### src/rtl/pattern_gen_pkg.sv
// pattern_gen_pkg: state encoding, MODE codes, LFSR tap masks and fixed words for pattern_gen.
// Used by pattern_gen and prbs_step64; the optional error injection is gated by PATTERN_GEN_ERR_INJ_EN.
package pattern_gen_pkg;

   typedef enum logic [1:0] {
      IDLE = 2'd0,
      SYNC = 2'd1,
      RUN  = 2'd2
   } state_t;

   localparam logic [1:0] MODE_PRBS7  = 2'd0;
   localparam logic [1:0] MODE_PRBS31 = 2'd1;
   localparam logic [1:0] MODE_COUNT  = 2'd2;
   localparam logic [1:0] MODE_ALT    = 2'd3;

   // Feedback taps: x^7+x^6+1 uses state bits 6,5; x^31+x^28+1 uses bits 30,27.
   localparam logic [30:0] TAPS_PRBS7  = 31'h0000_0060;
   localparam logic [30:0] TAPS_PRBS31 = 31'h4800_0000;
   localparam logic [30:0] MASK_PRBS7  = 31'h0000_007F;
   localparam logic [30:0] MASK_PRBS31 = 31'h7FFF_FFFF;

   localparam logic [63:0] ALT_FIRST  = 64'hAAAA_AAAA_AAAA_AAAA;
   localparam logic [63:0] ALT_SECOND = 64'h5555_5555_5555_5555;

   function automatic logic [30:0] seed_for(input logic [30:0] seed, input logic [1:0] mode);
      logic [30:0] mask;
      logic [30:0] v;
      mask = (mode == MODE_PRBS7) ? MASK_PRBS7 : MASK_PRBS31;
      v    = seed & mask;
      if (v == '0) v = mask;
      return v;
   endfunction

endpackage

### src/rtl/prbs_step64.sv
// prbs_step64: combinational 64-bit advance of a Fibonacci LFSR (PRBS7 or PRBS31).
// The earliest serial bit lands in word[63]; next_state continues the sequence.
module prbs_step64
   import pattern_gen_pkg::*;
(
   input  logic        prbs7,
   input  logic [30:0] state,
   output logic [30:0] next_state,
   output logic [63:0] word
);

   logic [30:0] taps;
   logic [30:0] mask;
   logic [30:0] s;
   logic        fb;

   // Unrolled serial shifting; bit 0 of the state holds the newest bit.
   always_comb begin
      taps = prbs7 ? TAPS_PRBS7 : TAPS_PRBS31;
      mask = prbs7 ? MASK_PRBS7 : MASK_PRBS31;
      s    = state & mask;
      fb   = 1'b0;
      word = '0;
      for (int i = 63; i >= 0; i--) begin
         fb      = ^(s & taps);
         word[i] = fb;
         s       = {s[29:0], fb} & mask;
      end
      next_state = s;
   end

endmodule

### src/rtl/pattern_gen.sv
// pattern_gen: SYNC preamble followed by PRBS7/PRBS31/counter/alternating test words.
// Define PATTERN_GEN_ERR_INJ_EN to enable single-bit error injection on INJ_REQ.
module pattern_gen
   import pattern_gen_pkg::*;
#(
   parameter logic [30:0] SEED      = 31'h7FFF_FFFF,
   parameter logic [63:0] SYNC_WORD = 64'hFFFF_FFFF_0000_0000
)(
   input  logic        CLKF,
   input  logic        RSTF,
   input  logic        START,
   input  logic        STOP,
   input  logic [1:0]  MODE,
   input  logic [7:0]  SYNC_LEN,
   input  logic        INJ_REQ,
   output logic [63:0] DOUT,
   output logic        DOUT_VLD,
   output logic        BUSY,
   output logic        INJ_ACK,
   output logic [31:0] WORD_CNT
);

   state_t      state;
   logic [1:0]  mode_q;
   logic [7:0]  sync_left;
   logic [30:0] lfsr;
   logic [63:0] count;
   logic        alt_odd;

   logic [1:0]  src_mode;
   logic [30:0] src_lfsr;
   logic [63:0] src_count;
   logic        src_alt;
   logic        src_prbs7;
   logic [30:0] lfsr_next;
   logic [63:0] prbs_word;
   logic [63:0] pattern_word;
   logic [63:0] run_word;
   logic [31:0] cnt_sat;
   logic        inj_fire;

   // From IDLE the emitted word is the first of a fresh run, so take seed/zero state directly.
   always_comb begin
      if (state == IDLE) begin
         src_mode  = MODE;
         src_lfsr  = seed_for(SEED, MODE);
         src_count = '0;
         src_alt   = 1'b0;
      end else begin
         src_mode  = mode_q;
         src_lfsr  = lfsr;
         src_count = count;
         src_alt   = alt_odd;
      end
      src_prbs7 = (src_mode == MODE_PRBS7);
      case (src_mode)
         MODE_PRBS7, MODE_PRBS31: pattern_word = prbs_word;
         MODE_COUNT:              pattern_word = src_count;
         default:                 pattern_word = src_alt ? ALT_SECOND : ALT_FIRST;
      endcase
      run_word = pattern_word ^ {63'd0, inj_fire};
      cnt_sat  = (WORD_CNT == 32'hFFFF_FFFF) ? WORD_CNT : WORD_CNT + 32'd1;
   end

   prbs_step64 u_step (
      .prbs7      (src_prbs7),
      .state      (src_lfsr),
      .next_state (lfsr_next),
      .word       (prbs_word)
   );

`ifdef PATTERN_GEN_ERR_INJ_EN
   logic inj_req_q;

   // A request is its rising edge, so a held INJ_REQ merges into a single corrupted word.
   always_ff @(posedge CLKF or posedge RSTF) begin
      if (RSTF) inj_req_q <= 1'b0;
      else      inj_req_q <= INJ_REQ;
   end

   assign inj_fire = (state == RUN) && INJ_REQ && !inj_req_q;
`else
   logic unused_inj_req;
   assign unused_inj_req = INJ_REQ;
   assign inj_fire       = 1'b0;
`endif

   always_ff @(posedge CLKF or posedge RSTF) begin
      if (RSTF) begin
         state     <= IDLE;
         mode_q    <= MODE_PRBS7;
         sync_left <= '0;
         lfsr      <= seed_for(SEED, MODE_PRBS31);
         count     <= '0;
         alt_odd   <= 1'b0;
         DOUT      <= '0;
         DOUT_VLD  <= 1'b0;
         BUSY      <= 1'b0;
         INJ_ACK   <= 1'b0;
         WORD_CNT  <= '0;
      end else if (state != IDLE && STOP) begin
         state    <= IDLE;
         DOUT     <= '0;
         DOUT_VLD <= 1'b0;
         BUSY     <= 1'b0;
         INJ_ACK  <= 1'b0;
      end else begin
         case (state)
            IDLE: begin
               if (START && !STOP) begin
                  mode_q   <= MODE;
                  BUSY     <= 1'b1;
                  DOUT_VLD <= 1'b1;
                  INJ_ACK  <= 1'b0;
                  if (SYNC_LEN == 8'd0) begin
                     state    <= RUN;
                     DOUT     <= run_word;
                     lfsr     <= lfsr_next;
                     count    <= src_count + 64'd1;
                     alt_odd  <= ~src_alt;
                     WORD_CNT <= 32'd1;
                  end else begin
                     state     <= (SYNC_LEN == 8'd1) ? RUN : SYNC;
                     sync_left <= SYNC_LEN - 8'd1;
                     DOUT      <= SYNC_WORD;
                     lfsr      <= src_lfsr;
                     count     <= '0;
                     alt_odd   <= 1'b0;
                     WORD_CNT  <= '0;
                  end
               end
            end
            SYNC: begin
               DOUT      <= SYNC_WORD;
               INJ_ACK   <= 1'b0;
               sync_left <= sync_left - 8'd1;
               if (sync_left == 8'd1) state <= RUN;
            end
            RUN: begin
               DOUT     <= run_word;
               INJ_ACK  <= inj_fire;
               lfsr     <= lfsr_next;
               count    <= src_count + 64'd1;
               alt_odd  <= ~src_alt;
               WORD_CNT <= cnt_sat;
            end
            default: state <= IDLE;
         endcase
      end
   end

endmodule
### config.mk
export PLATFORM = sky130hd
export DESIGN_NAME = pattern_gen
export DESIGN_NICKNAME = d
export VERILOG_FILES = /design/src/rtl/pattern_gen_pkg.sv /design/src/rtl/prbs_step64.sv /design/src/rtl/pattern_gen.sv
export SDC_FILE = /design/constraint.sdc
export NUM_CORES = 1
export LEC_CHECK = 0
export ABC_AREA = 1
export CAP_MARGIN = 20
export CELL_PAD_IN_SITES_DETAIL_PLACEMENT = 0
export CELL_PAD_IN_SITES_GLOBAL_PLACEMENT = 1
export CORE_MARGIN = 3
export CORE_UTILIZATION = 35
export DETAILED_ROUTE_END_ITERATION = 8
export GPL_TIMING_DRIVEN = 0
export PLACE_DENSITY_LB_ADDON = 0.2
export SLEW_MARGIN = 20
export SYNTH_ARGS = -nofsm -noshare
export SYNTH_HDL_FRONTEND = slang
export SYNTH_SLANG_ARGS = --single-unit
### constraint.sdc
create_clock -name CLKF -period 8.75 [get_ports CLKF]
set_clock_uncertainty 0.1 [all_clocks]
set_input_delay 1.3125 -clock CLKF [delete_from_list [all_inputs] [get_ports CLKF]]
set_output_delay 1.3125 -clock CLKF [all_outputs]
set_load 0.005 [all_outputs]
==> impl_metrics.py <==
metrics = {
    "placed_design": {
        "dp_hpwl_mm": 43.8,
        "dpl.cell_count": 2566,
        "io_buffers": 111,
        "gp_congestion": 0.961,
        "placed_cell_area_mm2": 0.0163,
    },
    "sta": {
        "relSlewSlack_pct": 27.9,
        "hold_violations": 0,
        "setup_violations": 0,
        "hold_ws_ns": 0.369,
        "fin_crit_ns": 5.78,
        "rsz0062_at_grt": "no",
        "max_freq_ghz": 0.173,
        "worst_slew_pin_slew_ns": 1.07,
        "slew_violations": 0,
        "fin_crit_sh_pct": 66.0,
    },
    "yosys": {
        "synth_xor_area_share_pct": 10.6,
        "yosys_warnings": 0,
        "synth_area_mm2": 0.0144,
        "synth.area.mux_share_pct": 0,
        "seq_area_frac_synth_pct": 35.8,
        "yosys.area.top_type": "dfrtp_1",
        "synthArstFlopShare_pct": 100,
        "yosys.area_share.simple_pct": 28.8,
        "synth_edf_count": 0,
        "syn_avg_cell_area_um2": 7.49,
        "ys_ff_latch": 205,
        "synthFlopType": "dfrtp_1",
        "syn-num-nets": 1953,
        "synth.area.top_cells": "dfrtp_1 30%, nand2_1 10%, inv_1 6.2%, dfstp_2 5.6%, nor2_1 4.8%",
        "netlist_top_cells_count": "401 x nand2_1, 237 x inv_1, 185 x nor2_1",
        "synth_top_area_share_pct": 30.2,
        "ys_types": 68,
        "synth_cells": 1928,
        "synth_top_family_by_area": "simple AND/OR/NAND/NOR gates",
        "synth_compound_area_share_pct": 14.5,
        "yosysMostFrequentCell": "nand2_1",
        "synthAdderAreaFrac_pct": 0.867,
    },
    "routing": {
        "first_pass_iters": 7,
        "routed_wl_mm": 55.7,
        "ant_nets": 0,
        "num_vias": 13900,
        "vias_per_cell": 5.30,
        "routedWlPerCell_um": 21.3,
        "drc": 0,
        "drt_iter0_drc": 1396,
    },
    "global_route": {
        "grt.busiest_layer": "met2",
        "antenna_found_initial": 3,
        "use_met1_pct": 35.4,
        "grt_util_met2_pct": 38.9,
        "grt_pass1_wl_mm": 84.1,
        "gr-usage-all-layers_pct": 25.0,
        "overflow": 0,
        "grt_pass1_vias": 13400,
        "met3_usage_pct": 5.07,
        "grt_max_degree": 91,
    },
    "clock_network": {
        "postCtsSetupBuffers": 0,
        "cts_tree": "built",
        "cts.root.buffer_cell": "clkbuf_16",
        "htree_levels": 1,
        "cts.sinks": 205,
        "holdBufCountCts": 0,
        "post_cts_resized": 0,
        "clock_path_buffers": 3,
        "path_clk_slew_ns": 0.06,
        "cts_buffers": 27,
        "worstSkewPairLatency_ns": 0.57,
    },
    "worst_setup_path": {
        "worstSetupEndpointType": "flip-flop",
        "path_max_fanout": 10,
        "start_kind": "flip-flop",
        "arrival_ns": 6.10,
        "path_class": "reg2reg",
        "required_ns": 9.07,
    },
    "final_layout": {
        "final_nets": 2095,
        "fill_cells": 4210,
        "fin_cells": 2617,
        "multi_input_area_mm2": 0.00792,
        "design_area_mm2": 0.0172,
        "syn2layout_area_growth_pct": 19.4,
        "register_area_mm2": 0.00517,
        "layout-drive-gt1-share_pct": 11.0,
    },
    "floorplan": {
        "pin_count": 114,
        "die_y_um": 209,
        "rows": 73,
        "dieArea_mm2": 0.0437,
        "dieWidth_um": 209,
        "core_mm2": 0.0403,
        "start_util_pct": 35.8,
    },
    "job": {
        "maxCapViolations": 0,
    },
    "worst_hold_path": {
        "hold_class": "reg2reg",
    },
    "run_status": {
        "status": "complete, no violations",
    },
}
[layout by cell type (no fill, tap or decap), types with 14 or more instances in the layout]
cell type          n
o21ai_0          109
o22ai_1           55
nor3_1            51
nor4_1            17
a31oi_1           16
nand4_1           29
nand3_1           84
inv_1            236
o221ai_1          14
nor2_2            14
a21oi_1           84
clkbuf_16         27
nand2_1          401
nor2_4            14
nand2_2           34
xor2_1            71
dfstp_2           31
dfrtp_1          174
xnor2_1           53
clkdlybuf4s50_1  111
nor2_1           185
o211ai_1          20
inv_2             16
clkbuf_1          51
[routing by layer]
layer / vias to the layer above / part of all wire [%]
li1: 6662 / -
met1: 6652 / 45
met2: 463 / 44
met3: 93 / 7.7
met4: 4 / 2.9
met5: - / 0.043
[state kept, by name, summed over array words and instances, names as in the netlist]
signal	cells
DOUT	64
state	2
WORD_CNT	32
mode_q	2
sync_left	8
lfsr	31
count	64
alt_odd	1
BUSY	1
[worst max-delay path: stages, from the launching register on]
cell     delay [ns]
dfrtp_1        0.35
inv_1          0.09
ha_1           0.30
buf_6          0.21
buf_6          0.19
buf_6          0.17
buf_6          0.18
buf_4          0.19
buf_2          0.24
buf_2          0.26
buf_1          0.38
nor2_1         0.26
ha_1           0.25
nand3_1        0.17
nor2_2         0.23
nand2_1        0.18
nor2_1         0.19
nand3_1        0.15
nor4_1         0.38
nand4_1        0.27
nor3_1         0.37
nand4_1        0.18
xor2_1         0.20
o22ai_1        0.08
[through the flow]
step	setup TNS, ns	setup slack (ns)	util, %
finish	0	2.97	42.8
floorplan	0	1.79	-
global placement	-285.90	-1.68	40.2
global route	0	2.64	42.8
detailed placement	0	3.02	40.4
CTS	0	3.01	42.8
[area by class of cell]
class	instances	area share, %
Clock inverter	15	1.21
Sequential cell	205	30.0
Clock buffer	35	4.38
Buffer	75	2.19
Tap cell	525	3.81
Inverter	258	5.66
Multi-Input combinational cell	1390	46.0
Timing Repair Buffer	113	6.77
Antenna cell	1	0.0145
[cell families (layout without fill, tap and decap cells)]
family	Yosys count	count (layout)
flip-flops	205	205
other	1	2
buffers and inverters	333	496
adder cells (fa/ha/maj)	10	10
XOR/XNOR	145	145
AO/OA/AOI/OAI	351	351
AND/OR/NAND/NOR	883	883
[path summary, 6_finish.rpt]
path / start / endpoint / slack, ns / cells past startpoint
setup / recovery: state[0] / count[50] / 2.97 / 23
hold / removal: lfsr[2] / lfsr[2] / 0.37 / 2
setup reg to reg: state[0] / count[50] / 2.97 / 23
hold reg to reg: lfsr[2] / lfsr[2] / 0.37 / 2
max in group asynchronous: RSTF / lfsr[9] / 6.35 / 4
min in group asynchronous: RSTF / WORD_CNT[4] / 1.02 / 2
Power is not shown: default switching activity piles up to over one toggle a cycle in this logic, so the estimate is an artifact.
